File: src/rtl/rd_pkg.sv
// Shared destination-register definitions for the scoreboard and the rd_in UVC.
package rd_pkg;

    localparam int NUM_REGS_DEF   = 32;
    localparam int MAX_PEND_DEF   = 3;
    localparam int REG_ADDR_W_DEF = $clog2(NUM_REGS_DEF);

    typedef logic [REG_ADDR_W_DEF-1:0] reg_addr_t;

    localparam reg_addr_t REG_ZERO = '0;

endpackage

File: src/rtl/rd_pend_counter.sv
// Per-register outstanding-write counter; saturates at MAX_PEND and at zero.
module rd_pend_counter #(
    parameter int MAX_PEND = 3,
    parameter int CNT_W    = $clog2(MAX_PEND + 1)
) (
    input  logic clk,
    input  logic rst_n,
    input  logic inc,
    input  logic dec,
    input  logic clr,
    output logic full,
    output logic nonzero
);

    logic [CNT_W-1:0] cnt_q;
    logic [CNT_W-1:0] cnt_d;

    assign full    = (cnt_q == CNT_W'(MAX_PEND));
    assign nonzero = |cnt_q;

    // A simultaneous inc and dec cancel, leaving the count as it was.
    always_comb begin
        cnt_d = cnt_q;
        if (clr) begin
            cnt_d = '0;
        end else if (inc && !dec && !full) begin
            cnt_d = cnt_q + 1'b1;
        end else if (dec && !inc && nonzero) begin
            cnt_d = cnt_q - 1'b1;
        end
    end

    always_ff @(posedge clk or negedge rst_n) begin
        if (!rst_n) begin
            cnt_q <= '0;
        end else begin
            cnt_q <= cnt_d;
        end
    end

endmodule

File: src/rtl/rd_scoreboard.sv
// Destination-register scoreboard: tracks pending writes per rd, answers
// decode-stage busy queries and raises stall.
module rd_scoreboard
    import rd_pkg::*;
#(
    parameter int NUM_REGS   = NUM_REGS_DEF,
    parameter int REG_ADDR_W = $clog2(NUM_REGS),
    parameter int NUM_SRC    = 2,
    parameter int MAX_PEND   = MAX_PEND_DEF,
    parameter int CNT_W      = $clog2(MAX_PEND + 1)
) (
    input  logic                          clk,
    input  logic                          rst_n,
    input  logic                          issue_valid,
    input  logic [REG_ADDR_W-1:0]         issue_rd,
    output logic                          issue_ready,
    input  logic                          wb_valid,
    input  logic [REG_ADDR_W-1:0]         wb_rd,
    input  logic                          flush,
    input  logic [NUM_SRC*REG_ADDR_W-1:0] src_rs,
    output logic [NUM_SRC-1:0]            src_busy,
    output logic                          stall,
    output logic [REG_ADDR_W+CNT_W-1:0]   pend_total,
    output logic                          err_underflow
);

    localparam int PT_W = REG_ADDR_W + CNT_W;

    // Out-of-range addresses alias to x0 so they never touch a counter.
    function automatic logic [REG_ADDR_W-1:0] eff_addr(input logic [REG_ADDR_W-1:0] a);
        if (32'(a) < NUM_REGS) begin
            return a;
        end
        return '0;
    endfunction

    logic [REG_ADDR_W-1:0] ird;
    logic [REG_ADDR_W-1:0] wrd;
    logic [NUM_REGS-1:0]   full_v;
    logic [NUM_REGS-1:0]   nz_v;
    logic                  issue_acc;
    logic                  wb_acc;
    logic                  wb_under;
    logic [PT_W-1:0]       pend_total_q;
    logic [PT_W-1:0]       pend_total_d;
    logic                  err_q;
    logic                  err_d;

    assign ird = eff_addr(issue_rd);
    assign wrd = eff_addr(wb_rd);

    assign full_v[0] = 1'b0;
    assign nz_v[0]   = 1'b0;

    for (genvar g = 1; g < NUM_REGS; g++) begin : g_reg
        rd_pend_counter #(
            .MAX_PEND (MAX_PEND),
            .CNT_W    (CNT_W)
        ) u_cnt (
            .clk     (clk),
            .rst_n   (rst_n),
            .inc     (issue_acc && (ird == REG_ADDR_W'(g))),
            .dec     (wb_acc && (wrd == REG_ADDR_W'(g))),
            .clr     (flush),
            .full    (full_v[g]),
            .nonzero (nz_v[g])
        );
    end

    // A same-rd writeback frees a slot in the cycle it arrives.
    assign issue_ready = !(full_v[ird] && !(wb_valid && (wrd == ird)));
    assign issue_acc   = issue_valid && issue_ready && (ird != '0);
    assign wb_acc      = wb_valid && (wrd != '0) && nz_v[wrd];
    assign wb_under    = wb_valid && (wrd != '0) && !nz_v[wrd];

    always_comb begin
        src_busy = '0;
        for (int i = 0; i < NUM_SRC; i++) begin
            src_busy[i] = nz_v[eff_addr(src_rs[i*REG_ADDR_W +: REG_ADDR_W])];
        end
    end

    assign stall = (|src_busy) || (issue_valid && !issue_ready);

    always_comb begin
        pend_total_d = pend_total_q;
        if (flush) begin
            pend_total_d = '0;
        end else begin
            pend_total_d = pend_total_q + PT_W'(issue_acc) - PT_W'(wb_acc);
        end
    end

    // Underflow is sticky across flush; only reset clears it.
    assign err_d = err_q || wb_under;

    always_ff @(posedge clk or negedge rst_n) begin
        if (!rst_n) begin
            pend_total_q <= '0;
            err_q        <= 1'b0;
        end else begin
            pend_total_q <= pend_total_d;
            err_q        <= err_d;
        end
    end

    assign pend_total    = pend_total_q;
    assign err_underflow = err_q;

endmodule
File: config.mk
export PLATFORM = sky130hd
export DESIGN_NAME = rd_scoreboard
export DESIGN_NICKNAME = d
export VERILOG_FILES = /design/src/rtl/rd_pkg.sv /design/src/rtl/rd_pend_counter.sv /design/src/rtl/rd_scoreboard.sv
export SDC_FILE = /design/constraint.sdc
export NUM_CORES = 1
export LEC_CHECK = 0
export ABC_AREA = 1
export CAP_MARGIN = 20
export CORE_MARGIN = 5
export CORE_UTILIZATION = 30
export DETAILED_ROUTE_END_ITERATION = 12
export PLACE_DENSITY = 0.43
export SYNTH_ARGS = -nofsm -noshare
export SYNTH_HDL_FRONTEND = slang
export SYNTH_SLANG_ARGS = --single-unit
export TNS_END_PERCENT = 20
File: constraint.sdc
create_clock -name clk -period 2.83 [get_ports clk]
set_input_delay 0.566 -clock clk [delete_from_list [all_inputs] [get_ports clk]]
set_output_delay 0.566 -clock clk [all_outputs]
set_load 0.05 [all_outputs]
==> results of run 1 <==
[metal layers]
layer / global-route usage [%] / share of wire, %
met4: 5.50 / 1.8
met1: 32.7 / 48
met3: 4.49 / 7.2
met2: 35.6 / 43
met5: 0 / 0
[cells by family (layout without fill, tap and decap cells)]
group,after synthesis,count (layout),synth area share (%)
buffers and inverters,210,427,11.9
adder cells (fa/ha/maj),8,8,1.55
AO/OA/AOI/OAI,111,111,8.79
flip-flops,70,70,25.2
AND/OR/NAND/NOR,829,829,51.3
XOR/XNOR,10,10,1.26
[synth_stat cells (14+ instances only)]
library cell and count:
clkbuf_1 25, a21oi_1 58, nand3b_1 16, nor2_1 167, dfrtp_1 70, inv_1 162, o21ai_0 14, o21ai_1 16
nand3_1 115, nor3_1 18, nand4_1 66, nand2_1 426
[metrics by stage]
step                      cell area [µm²]  TNS, ns
after detailed placement             9050   -27.78
after global placement               9050   -26.92
after floorplan                      7030   -0.709
final                                9660   -0.155
after global routing                 9660   -0.700
after CTS                            9510   -0.131
[sequential cells by signal, indices dropped and copies added (netlist names)]
name	count
pend_total	7
g.u_cnt.cnt_q	62
err_underflow	1
[path summary, 6_finish.rpt]
kind,from,endpoint,slack (ns),depth (start not counted)
max,g_reg[6].u_cnt.cnt_q[1]$_DFFE_PN0P_,pend_total[6]$_DFF_PN0_,-0.09,23
min,rst_n,g_reg[11].u_cnt.cnt_q[0]$_DFFE_PN0P_,0.22,2
max reg2reg,g_reg[6].u_cnt.cnt_q[1]$_DFFE_PN0P_,pend_total[6]$_DFF_PN0_,-0.09,23
min reg2reg,err_underflow$_DFF_PN0_,err_underflow$_DFF_PN0_,0.49,1
max in group asynchronous,rst_n,g_reg[7].u_cnt.cnt_q[1]$_DFFE_PN0P_,2.24,2
min in group clk,err_underflow$_DFF_PN0_,err_underflow$_DFF_PN0_,0.49,1
[final cells by class]
| cell class | instances | share of cell area, % |
|---|---|---|
| well taps | 285 | 3.69 |
| clock buffers | 9 | 2.33 |
| flip-flops and latches | 70 | 18.2 |
| clock inverters | 6 | 0.660 |
| repair buffers | 244 | 20.8 |
| inverters | 168 | 6.66 |
| multi-input cells | 958 | 47.6 |
[timing repair]
| item | in CTS | in global routing |
|---|---|---|
| gates cloned | 0 | 0 |
| pin swaps | 34 | 28 |
| endpoints found under the setup margin | 41 | 7 |
| buffers inserted | 7 | 9 |
| gates resized for setup | 91 | 37 |
[layout by cell type, fill, tap and decap left out, types with 10 or more instances in the layout]
master / instances
o211ai_1: 13
inv_2: 13
clkdlybuf4s50_1: 15
nand2_2: 13
o21ai_1: 19
nor2_4: 10
nand3b_1: 16
nor3_1: 18
buf_6: 14
dfrtp_1: 66
nor2_2: 30
nand3_1: 112
a21oi_1: 57
nor2_1: 141
nand4_1: 66
nand2_1: 415
buf_4: 196
inv_1: 149
[report_power, final]
group | internal [mW] | switching (mW)
Sequential | 1.07 | 0.0754
Combinational | 0.650 | 0.944
Clock | 0.677 | 0.511
Total | 2.40 | 1.53
==> impl_metrics.yaml, run 1 <==
synthesis:
  ys_types: 33
  ys_ff_latch: 70
  synth_area_leaders: "dfrtp_1 25%, nand2_1 23%, nor2_1 9.0%"
  yosysTopAreaCellShare_pct: 25.2
  synth_edf_count: 0
  ys.flop_type: "dfrtp_1"
  syn_area_um2: 6950
  async_flop_share_pct: 100
  yosys.area.top_type: "dfrtp_1"
  syn_nets: 1271
  syn_area_per_cell_um2: 5.61
  synth_seq_area_share_pct: 25.2
  syn_inst: 1238
  ys_warn_count: 0
floorplanning:
  die_h_um: 162
  core_um2: 22700
  rows: 55
  die_area_um2: 26300
  start_util_pct: 30.6
  die_width_um: 162
  io_pins: 37
sta:
  layout_setup_ws_ns: -0.0866
  hold_viol_final: 0
  max_freq_ghz: 0.343
  tightest_slew_ns: 0.508
  fin_crit_sh_pct: 103
  finClkSkew_ns: 0.00851
  final-max-slew-violation-count: 0
  rsz0062_at_grt: "true"
  whs_ns: 0.217
  period_needed_ns: 2.92
  relSlewSlack_pct: 66.0
  setup_violations: 2
detailed_routing:
  vias: 8561
  drc: 0
  drt-vias-per-instance: 4.92
  wire_per_inst_um: 17.1
  drtAntennaViolNets: 0
  routed_wl_um: 29700
  first_pass_iters: 5
  drtIter0Drc: 728
final_layout:
  n_antenna_cell: 0
  final_layout_size_suffix_gt1_share_pct: 22.6
  utilization_pct: 42.5
  nFillCells: 2488
  fin_cells: 1740
  area_growth_pct: 39.0
  ff_latch_area_um2: 1760
  nNetsFinal: 1484
  multi_input_area_um2: 4600
cts:
  cts-root-buf: "clkbuf_16"
  cts_hold_buf: 0
  clock_latency_ns: 0.36
  cts_tree: "yes"
  cts.clk_slew.worst_paths_ns: 0.07
  h-tree-depth: 3
  cts_sinks: 70
  cts.path.max_buffers: 2
  cts_buffers: 9
global_route:
  grt_usage_pct: 22.9
  grt_pass1_wl_um: 46400
  grt-ovfl-total: 0
  grt_antenna_before_repair: 0
  grt_max_degree: 71
  grt_pass1_vias: 8117
run:
  drv_cap: 0
critical_path:
  critPathSlowestCell: "dfrtp_1"
  path_max_fanout: 2
  crit_family: "simple AND/OR/NAND/NOR gates"
  cp_slowest_stage_delay_ns: 0.41
  endpoint_kind: "register"
  path_class: "register to register"
  arrival_ns: 3.15
  startpoint_type: "register"
  path_common_cell: "nor2_1"
  cp_cell_sequence: "nor2_2 > nand2_1 > o21ai_1 > nor2_1 > nor2_1 > nor2_1 > nand2_1 > nand2_2 > nand2_4 > inv_4 > ha_4 > inv_2 > ha_4 > inv_2 > fa_2 > o31ai_4 > nand2_1 > inv_2 > nor2_2 > inv_1 > a21oi_2 > xor2_1 > nor2_1"
  crit_required_ns: 3.06
  critPathBufInv: 5
power_and_ir_drop:
  leakage_nw: 4.97
  power.total_mw: 3.93
  vdd_ir_drop_max_uv: 420
  p_per_area_nw_per_um2: 407
status:
  violations: "negative setup slack"
  status: "complete, but fails checks"
worst_hold_path:
  hold_path_class: "primary input to async pin"
placed_design:
  place_congestion: 0.971
  place_ws_ns: -1.00
  placedCellCount: 1711
  dpl.hpwl_um: 22600
  port_buffers: 36
Note: power is estimated with default switching activity, not from simulation.
==> inputs of run 2 (changes only) <==
--- a/config.mk
+++ b/config.mk
@@ -6,7 +6,6 @@
 export NUM_CORES = 1
 export LEC_CHECK = 0
 export ABC_AREA = 1
-export CAP_MARGIN = 20
 export CORE_MARGIN = 5
 export CORE_UTILIZATION = 30
 export DETAILED_ROUTE_END_ITERATION = 12
==> results of run 2 <==
Same layout as run 1: the final DEF is identical, and so are final timing and power.
